**src/rtl/fifo_pkg.sv**
```systemverilog
// Shared definitions for the synchronous FIFO: pointer width derivation and
// a default data-word type.
package fifo_pkg;

  localparam int DEF_WIDTH = 8;

  typedef logic [DEF_WIDTH-1:0] word_t;

  // The pointer carries one extra wrap bit above the address bits so that
  // the full and empty states can be told apart.
  function automatic int ptr_w(input int depth);
    return $clog2(depth) + 1;
  endfunction

endpackage

```
**src/rtl/fifo_mem.sv**
```systemverilog
// Simple dual-port storage for sync_fifo. It has a synchronous write and a
// registered read, and it owns the pop_data output register.
module fifo_mem
  import fifo_pkg::*;
#(
  parameter int WIDTH = 8,
  parameter int DEPTH = 4
) (
  input  logic                      clk,
  input  logic                      rst,
  input  logic                      wr_en,
  input  logic [ptr_w(DEPTH)-2:0]   wr_addr,
  input  logic [WIDTH-1:0]          wr_data,
  input  logic                      rd_en,
  input  logic [ptr_w(DEPTH)-2:0]   rd_addr,
  output logic [WIDTH-1:0]          rd_data
);

  logic [WIDTH-1:0] mem [DEPTH];
  logic [WIDTH-1:0] rd_data_p1;

  // Storage array: reset does not clear it.
  always_ff @(posedge clk) begin
    if (wr_en) mem[wr_addr] <= wr_data;
  end

  // Read register: loads only when a pop is accepted, so it holds otherwise.
  always_ff @(posedge clk) begin
    if (rst)        rd_data_p1 <= '0;
    else if (rd_en) rd_data_p1 <= mem[rd_addr];
  end

  assign rd_data = rd_data_p1;

endmodule

```
**src/rtl/sync_fifo.sv**
```systemverilog
// Single-clock FIFO with wrap-bit pointers and combinational full/empty flags.
// The optional occupancy output `level` is enabled by defining FIFO_LEVEL_EN.
module sync_fifo
  import fifo_pkg::*;
#(
  parameter int WIDTH = 8,
  parameter int DEPTH = 4
) (
  input  logic             clk,
  input  logic             rst,
  input  logic             push_en,
  input  logic [WIDTH-1:0] push_data,
  input  logic             pop_en,
  output logic [WIDTH-1:0] pop_data,
  output logic             full,
  output logic             empty
`ifdef FIFO_LEVEL_EN
  ,
  output logic [$clog2(DEPTH):0] level
`endif
);

  localparam int PTR_W = ptr_w(DEPTH);

  logic [PTR_W-1:0] wr_ptr_p0;
  logic [PTR_W-1:0] rd_ptr_p0;
  logic             push_acc;
  logic             pop_acc;

  assign empty = (wr_ptr_p0 == rd_ptr_p0);
  assign full  = (wr_ptr_p0[PTR_W-2:0] == rd_ptr_p0[PTR_W-2:0]) &&
                 (wr_ptr_p0[PTR_W-1] != rd_ptr_p0[PTR_W-1]);

  // A pop frees a slot in the same cycle, so a full FIFO still takes a push.
  assign pop_acc  = pop_en & ~empty;
  assign push_acc = push_en & (~full | pop_acc);

  always_ff @(posedge clk) begin
    if (rst) begin
      wr_ptr_p0 <= '0;
      rd_ptr_p0 <= '0;
    end else begin
      if (push_acc) wr_ptr_p0 <= wr_ptr_p0 + 1'b1;
      if (pop_acc)  rd_ptr_p0 <= rd_ptr_p0 + 1'b1;
    end
  end

  // Stage boundary: storage write and registered read data (1-cycle latency).
  fifo_mem #(
    .WIDTH (WIDTH),
    .DEPTH (DEPTH)
  ) u_mem (
    .clk     (clk),
    .rst     (rst),
    .wr_en   (push_acc),
    .wr_addr (wr_ptr_p0[PTR_W-2:0]),
    .wr_data (push_data),
    .rd_en   (pop_acc),
    .rd_addr (rd_ptr_p0[PTR_W-2:0]),
    .rd_data (pop_data)
  );

`ifdef FIFO_LEVEL_EN
  assign level = wr_ptr_p0 - rd_ptr_p0;
`endif

endmodule

```
**config.mk**
```make
export PLATFORM = sky130hd
export DESIGN_NAME = sync_fifo
export DESIGN_NICKNAME = d
export VERILOG_FILES = /design/src/rtl/fifo_pkg.sv /design/src/rtl/fifo_mem.sv /design/src/rtl/sync_fifo.sv
export SDC_FILE = /design/constraint.sdc
export NUM_CORES = 1
export LEC_CHECK = 0
export CAP_MARGIN = 5
export CORE_ASPECT_RATIO = 0.6
export CORE_UTILIZATION = 50
export DETAILED_ROUTE_END_ITERATION = 8
export GPL_ROUTABILITY_DRIVEN = 0
export PLACE_DENSITY_LB_ADDON = 0.2
export RECOVER_POWER = 25
export REMOVE_ABC_BUFFERS = 1
export SLEW_MARGIN = 30
export SYNTH_ARGS = -nofsm -noshare
export SYNTH_HDL_FRONTEND = slang
export SYNTH_SLANG_ARGS = --single-unit
```
**constraint.sdc**
```tcl
create_clock -name clk -period 1.9 [get_ports clk]
set_input_delay 0.285 -clock clk [delete_from_list [all_inputs] [get_ports clk]]
set_output_delay 0.285 -clock clk [all_outputs]
set_load 0.05 [all_outputs]
```
* After elaboration in Yosys (flattened, before gate mapping)
Memory sizes are Yosys's and may differ from the RTL's. A register that Yosys moved wholly into a read port is not among the register bits. Cells that the tools add are included.
Cells by class: add/sub/neg operators 2, equality and inequality tests 3, muxes and demuxes 2, bitwise operators 5, reductions and logical operators 1
Operator list (count):
- $add 3x1->3 const B | 2
- $eq 3x3->1 | 1
- $and 1x1->1 | 2
- $eq 2x2->1 | 1
- $mux 1 | 2
- $not 1->1 | 2
- $logic_and 1x1->1 | 1
- $ne 1x1->1 | 1
- $or 1x1->1 | 1
Word-level totals: bits in registers 6, RAM bits 32, input port bits 12, output and inout bits 10, word-level logic and storage cells 16, memories kept 1
Memories:
- u_mem.mem | words 4, width 8, rd ports 1, clocked after Yosys merged registers in 1, write ports 1, RTL line fifo_mem.sv:19 | logic [WIDTH-1:0] mem [DEPTH];

* Longest topological paths before layout
Gate-level depths: netlist of the first run.
depth after elaboration 7, gate-level depth with buffers 4, mapped depth without buffers 4

* By module
Synthesis of the first run repeated with hierarchy kept, for this count alone.
Unflattened totals: cells, all modules 127, area, all modules 1945.6 sq um
Modules (own cells, without submodules):
- fifo_mem | times used 1, cells each 83, area an instance 1505.2 sq um, sequential area each 1121.1 sq um
- sync_fifo | times used 1, cells each 44, area an instance 440.4 sq um, sequential area each 120.1 sq um

* Worst setup path after synthesis of the first run
No wires, ideal clock.
path type flip-flop to flip-flop, from register rd_ptr_p0[1], to register wr_ptr_p0[2], library setup time 121 ps, data arrival time 1711 ps, required time 1779 ps, path slack 69 ps, stages on the path, launching flop included 5, path buffers 1, clock period less this slack 1831 ps, cells stage by stage dfxtp_1 > buf_2 > xnor2_1 > a41oi_1 > mux2_2
Between the ends: longest elaborated chain between the ends 5, elaborated cells on any way between the ends 8, those cells by class 2 x eq/ne; 5 x bitwise; 1 x reduce/logical
Ends and longest elaborated chain:
- from (decl) | RTL line sync_fifo.sv:26 | logic [PTR_W-1:0] rd_ptr_p0;
- from (signal assigned) | RTL line sync_fifo.sv:44 | if (pop_acc) rd_ptr_p0 <= rd_ptr_p0 + 1'b1;
- $eq 3x3->1 / $eq 2x2->1 (equally long branches) | RTL line sync_fifo.sv:30, sync_fifo.sv:31
- $not 1->1 / $logic_and 1x1->1 (equally long branches) | RTL line sync_fifo.sv:35, sync_fifo.sv:31
- $and 1x1->1 / $not 1->1 (equally long branches) | RTL line sync_fifo.sv:35, sync_fifo.sv:36
- $or 1x1->1 (*) | RTL line sync_fifo.sv:36 | assign push_acc = push_en & (~full | pop_acc);
- $and 1x1->1 (*) | RTL line sync_fifo.sv:36
- to (signal assigned) | RTL line sync_fifo.sv:43 | if (push_acc) wr_ptr_p0 <= wr_ptr_p0 + 1'b1;
- to (decl) | RTL line sync_fifo.sv:25 | logic [PTR_W-1:0] wr_ptr_p0;
Every way passes the cells marked *; elsewhere a longest branch is shown, timed or not. A chain may end at the register's enable or synchronous reset.

* Worst setup path in the final report of the first run
from register wr_ptr_p0[0], to output empty
Between the ends: longest elaborated chain between the ends 1
Ends and longest elaborated chain:
- $eq 3x3->1 | RTL line sync_fifo.sv:30 | assign empty = (wr_ptr_p0 == rd_ptr_p0);
- to (decl) | RTL line sync_fifo.sv:16 | output logic empty
No other way between the ends.

==> results of run 1 <==
## critical path, cell delays in order (launching register included)
cell     delay [ns]
dfxtp_1        0.40
xnor2_1        0.35
nand3_1        0.19
inv_1          0.13
buf_12         0.14
## final cells by class
class,count,area share
Sequential cell,46,0.515
Multi-Input combinational cell,73,0.295
Timing Repair Buffer,29,0.120
Clock buffer,5,0.0285
Tap cell,47,0.0244
Clock inverter,3,0.00985
Inverter,5,0.00778
## sequential cells by signal (all words and copies together) (netlist names)
| name | flops |
|---|---|
| u_mem.mem | 32 |
| wr_ptr_p0 | 3 |
| u_mem.rd_data | 8 |
| rd_ptr_p0 | 3 |
## worst max path at each step
stage | from | endpoint | slack, ns | depth (start not counted)
final | wr_ptr_p0[0] | empty | 0.1 | 4
after global routing | rd_ptr_p0[1] | full | 0.00003 | 5
after CTS | rd_ptr_p0[1] | empty | 0.02 | 5
after detailed placement | pop_en | u_mem.mem[2][1] | 0.09 | 3
after global placement | pop_en | u_mem.mem[0][5] | 0.11 | 3
after floorplan | rd_ptr_p0[0] | wr_ptr_p0[2] | -0.13 | 3
## kinds of logic (layout without fill, tap and decap cells)
kind of cell,after synthesis,count (layout)
DFF,46,46
muxes,21,21
and+or+nand+nor,34,34
xor gates and xnor gates,6,6
adders and majority gates,5,5
buffers and inverters,10,42
AOI/OAI and AO/OA,7,7
## stage by stage
step	area (µm²)	TNS, ns
floorplan	1960	-0.597
CTS	2400	0
global placement	2310	0
global route	2410	0
finish	2410	0
detailed placement	2310	0
## cell usage after synthesis, types with 2 or more instances
cell type,count,area [µm²]
and2_1,3,18.8
clkbuf_1,3,11.3
dfxtp_1,14,280
edfxtp_1,32,961
ha_1,5,62.6
inv_1,5,18.8
mux2_2,2,22.5
mux2i_1,10,100
mux4_2,8,180
nand2_1,2,7.51
nand2b_1,20,125
nor2_1,5,18.8
nor2b_1,2,12.5
xnor2_1,3,26.3
xor2_1,3,26.3
## power by group through the flow
stage               sequential (µW)  clock (µW)  combinational, µW
floorplan                      1370           0                339
global placement               1230           0                745
finish                         1210         612                760
global route                   1220         658                810
CTS                            1210         617                757
detailed placement             1240           0                756
## metal layers
layer  part of all wire  vias to the layer above  track usage  wire length (µm)
met5                  0                        -            0                 0
met4              0.014                        0       0.0932                51
met3              0.072                        5       0.0485               260
met2               0.38                       39        0.245              1370
met1               0.54                      538        0.314              1960
li1                   -                      531            -                 -
## what timing repair did
item / 4_1_cts / 5_1_grt
setup buffers: 0 / 0
setup endpoints to repair: 0 / 2
resized for setup: 0 / 1
==> results.json, run 1 <==
{
  "p_sw_uw": 818,
  "synth_top_family_by_area": "multiplexers",
  "synthCells": 129,
  "end_kind": "output pin",
  "syn_area_per_cell_um2": 15.4,
  "whs_ns": 0.487,
  "grt-ovfl-total": 0,
  "cts_tree": "done",
  "async_flop_share": 0,
  "ir_worst_vdd_mv": 0.634,
  "hold_violations": 0,
  "final_common_cell": "edfxtp_1",
  "grtUsageTotal": 0.196,
  "place_inst": 200,
  "die_area_um2": 4250,
  "yosys_warnings": 0,
  "maxCapViolations": 0,
  "area_delta_synth_final_pct": 21.2,
  "syn_area_um2": 1990,
  "clkTransAtPathRegs_ns": 0.09,
  "rows": 17,
  "initial_utilization": 0.532,
  "seqPwrFrac": 0.469,
  "setup_ws_ns": 0.0975,
  "p_total_uw": 2580,
  "grt_max_degree": 17,
  "whs_endpoint": "u_mem.rd_data[3]",
  "multi_input_area_um2": 711,
  "cts_max_path_buffers": 2,
  "fillCellCount": 265,
  "synth-xor-area-share": 0.0264,
  "p_leak_uw": 0.000887,
  "postCtsHoldBufs": 0,
  "combPwrFrac": 0.294,
  "critical_path_class": "flip-flop to output pin",
  "clock_skew_ns": 0.00303,
  "htree_levels": 2,
  "slew_headroom": 0.623,
  "sw_frac_of_total": 0.316,
  "wl_per_cell_um": 17.5,
  "slew_violations": 0,
  "fin_nets": 177,
  "final_cells": 208,
  "intPower_uw": 1770,
  "final_cell_mix": "32 x edfxtp_1, 20 x nand2b_1, 14 x dfxtp_1, 13 x clkdlybuf4s50_1, 10 x mux2i_1",
  "cts_buffers": 5,
  "dr.pass1.iters": 4,
  "insertion_delay_ns": 0.30,
  "min_path_cells": 2,
  "clockPowerShare": 0.237,
  "grt_setup_unrepaired": "false",
  "synth_edf_count": 32,
  "r2r_cells": 3,
  "yosysUniqueCellTypes": 27,
  "ys_seq_area_frac": 0.624,
  "arrival_ns": 1.52,
  "synthAdderAreaFrac": 0.0314,
  "ys_ff_latch": 46,
  "worstReg2RegEnd": "u_mem.mem[2][3]",
  "fin_crit_sh": 0.949,
  "via_per_inst": 5.35,
  "port_buffers": 21,
  "die_h_um": 50.9,
  "final-setup-viol-count": 0,
  "power.density_nw_per_um2": 1070,
  "routed_wl_um": 3630,
  "synth_mux_area_frac": 0.160,
  "pre_cts_slack_ns": 0.0938,
  "io_pins": 22,
  "n_antenna_cell": 0,
  "antenna_found_initial": 0,
  "clockRootBuffer": "clkbuf_8",
  "antenna_left": 0,
  "drtIter0Drc": 102,
  "outcome": "finished, final reports clean",
  "critPathLaunchType": "flip-flop",
  "drive_above_1_share": 0.193,
  "hold_path_class": "flip-flop to flip-flop",
  "cts_num_sinks": 46,
  "regToRegSetupSlack_ns": 0.18,
  "die_w_um": 83.5,
  "synth_compound_area_frac": 0.0365,
  "r2r_start": "wr_ptr_p0[1]",
  "coreArea_um2": 3740,
  "via_count": 1113,
  "max_slew.worst_pin.slew_ns": 0.566,
  "min_from": "u_mem.rd_data[3]",
  "grt_pass1_wl_um": 5940,
  "yosys_most_used_dff": "edfxtp_1",
  "grt_pass1_vias": 1106,
  "drc_errors": 0,
  "critPathRequiredTime_ns": 1.62,
  "period_needed_ns": 1.80,
  "fmax_mhz": 555,
  "post-dp-hpwl_um": 2690,
  "seqCellArea_um2": 1240,
  "cp_max_fo": 6,
  "fin_util": 0.644,
  "synth_simple_gate_area_frac": 0.0993
}
Note: power is estimated with default switching activity, not from simulation.
==> run 2, diff against run 1 <==
--- a/config.mk
+++ b/config.mk
@@ -13,6 +13,7 @@
 export PLACE_DENSITY_LB_ADDON = 0.2
 export RECOVER_POWER = 25
 export REMOVE_ABC_BUFFERS = 1
+export SKIP_LAST_GASP = 1
 export SLEW_MARGIN = 30
 export SYNTH_ARGS = -nofsm -noshare
 export SYNTH_HDL_FRONTEND = slang
==> results of run 2 <==
Same layout as run 1: the final DEF is identical, and so are final timing and power.
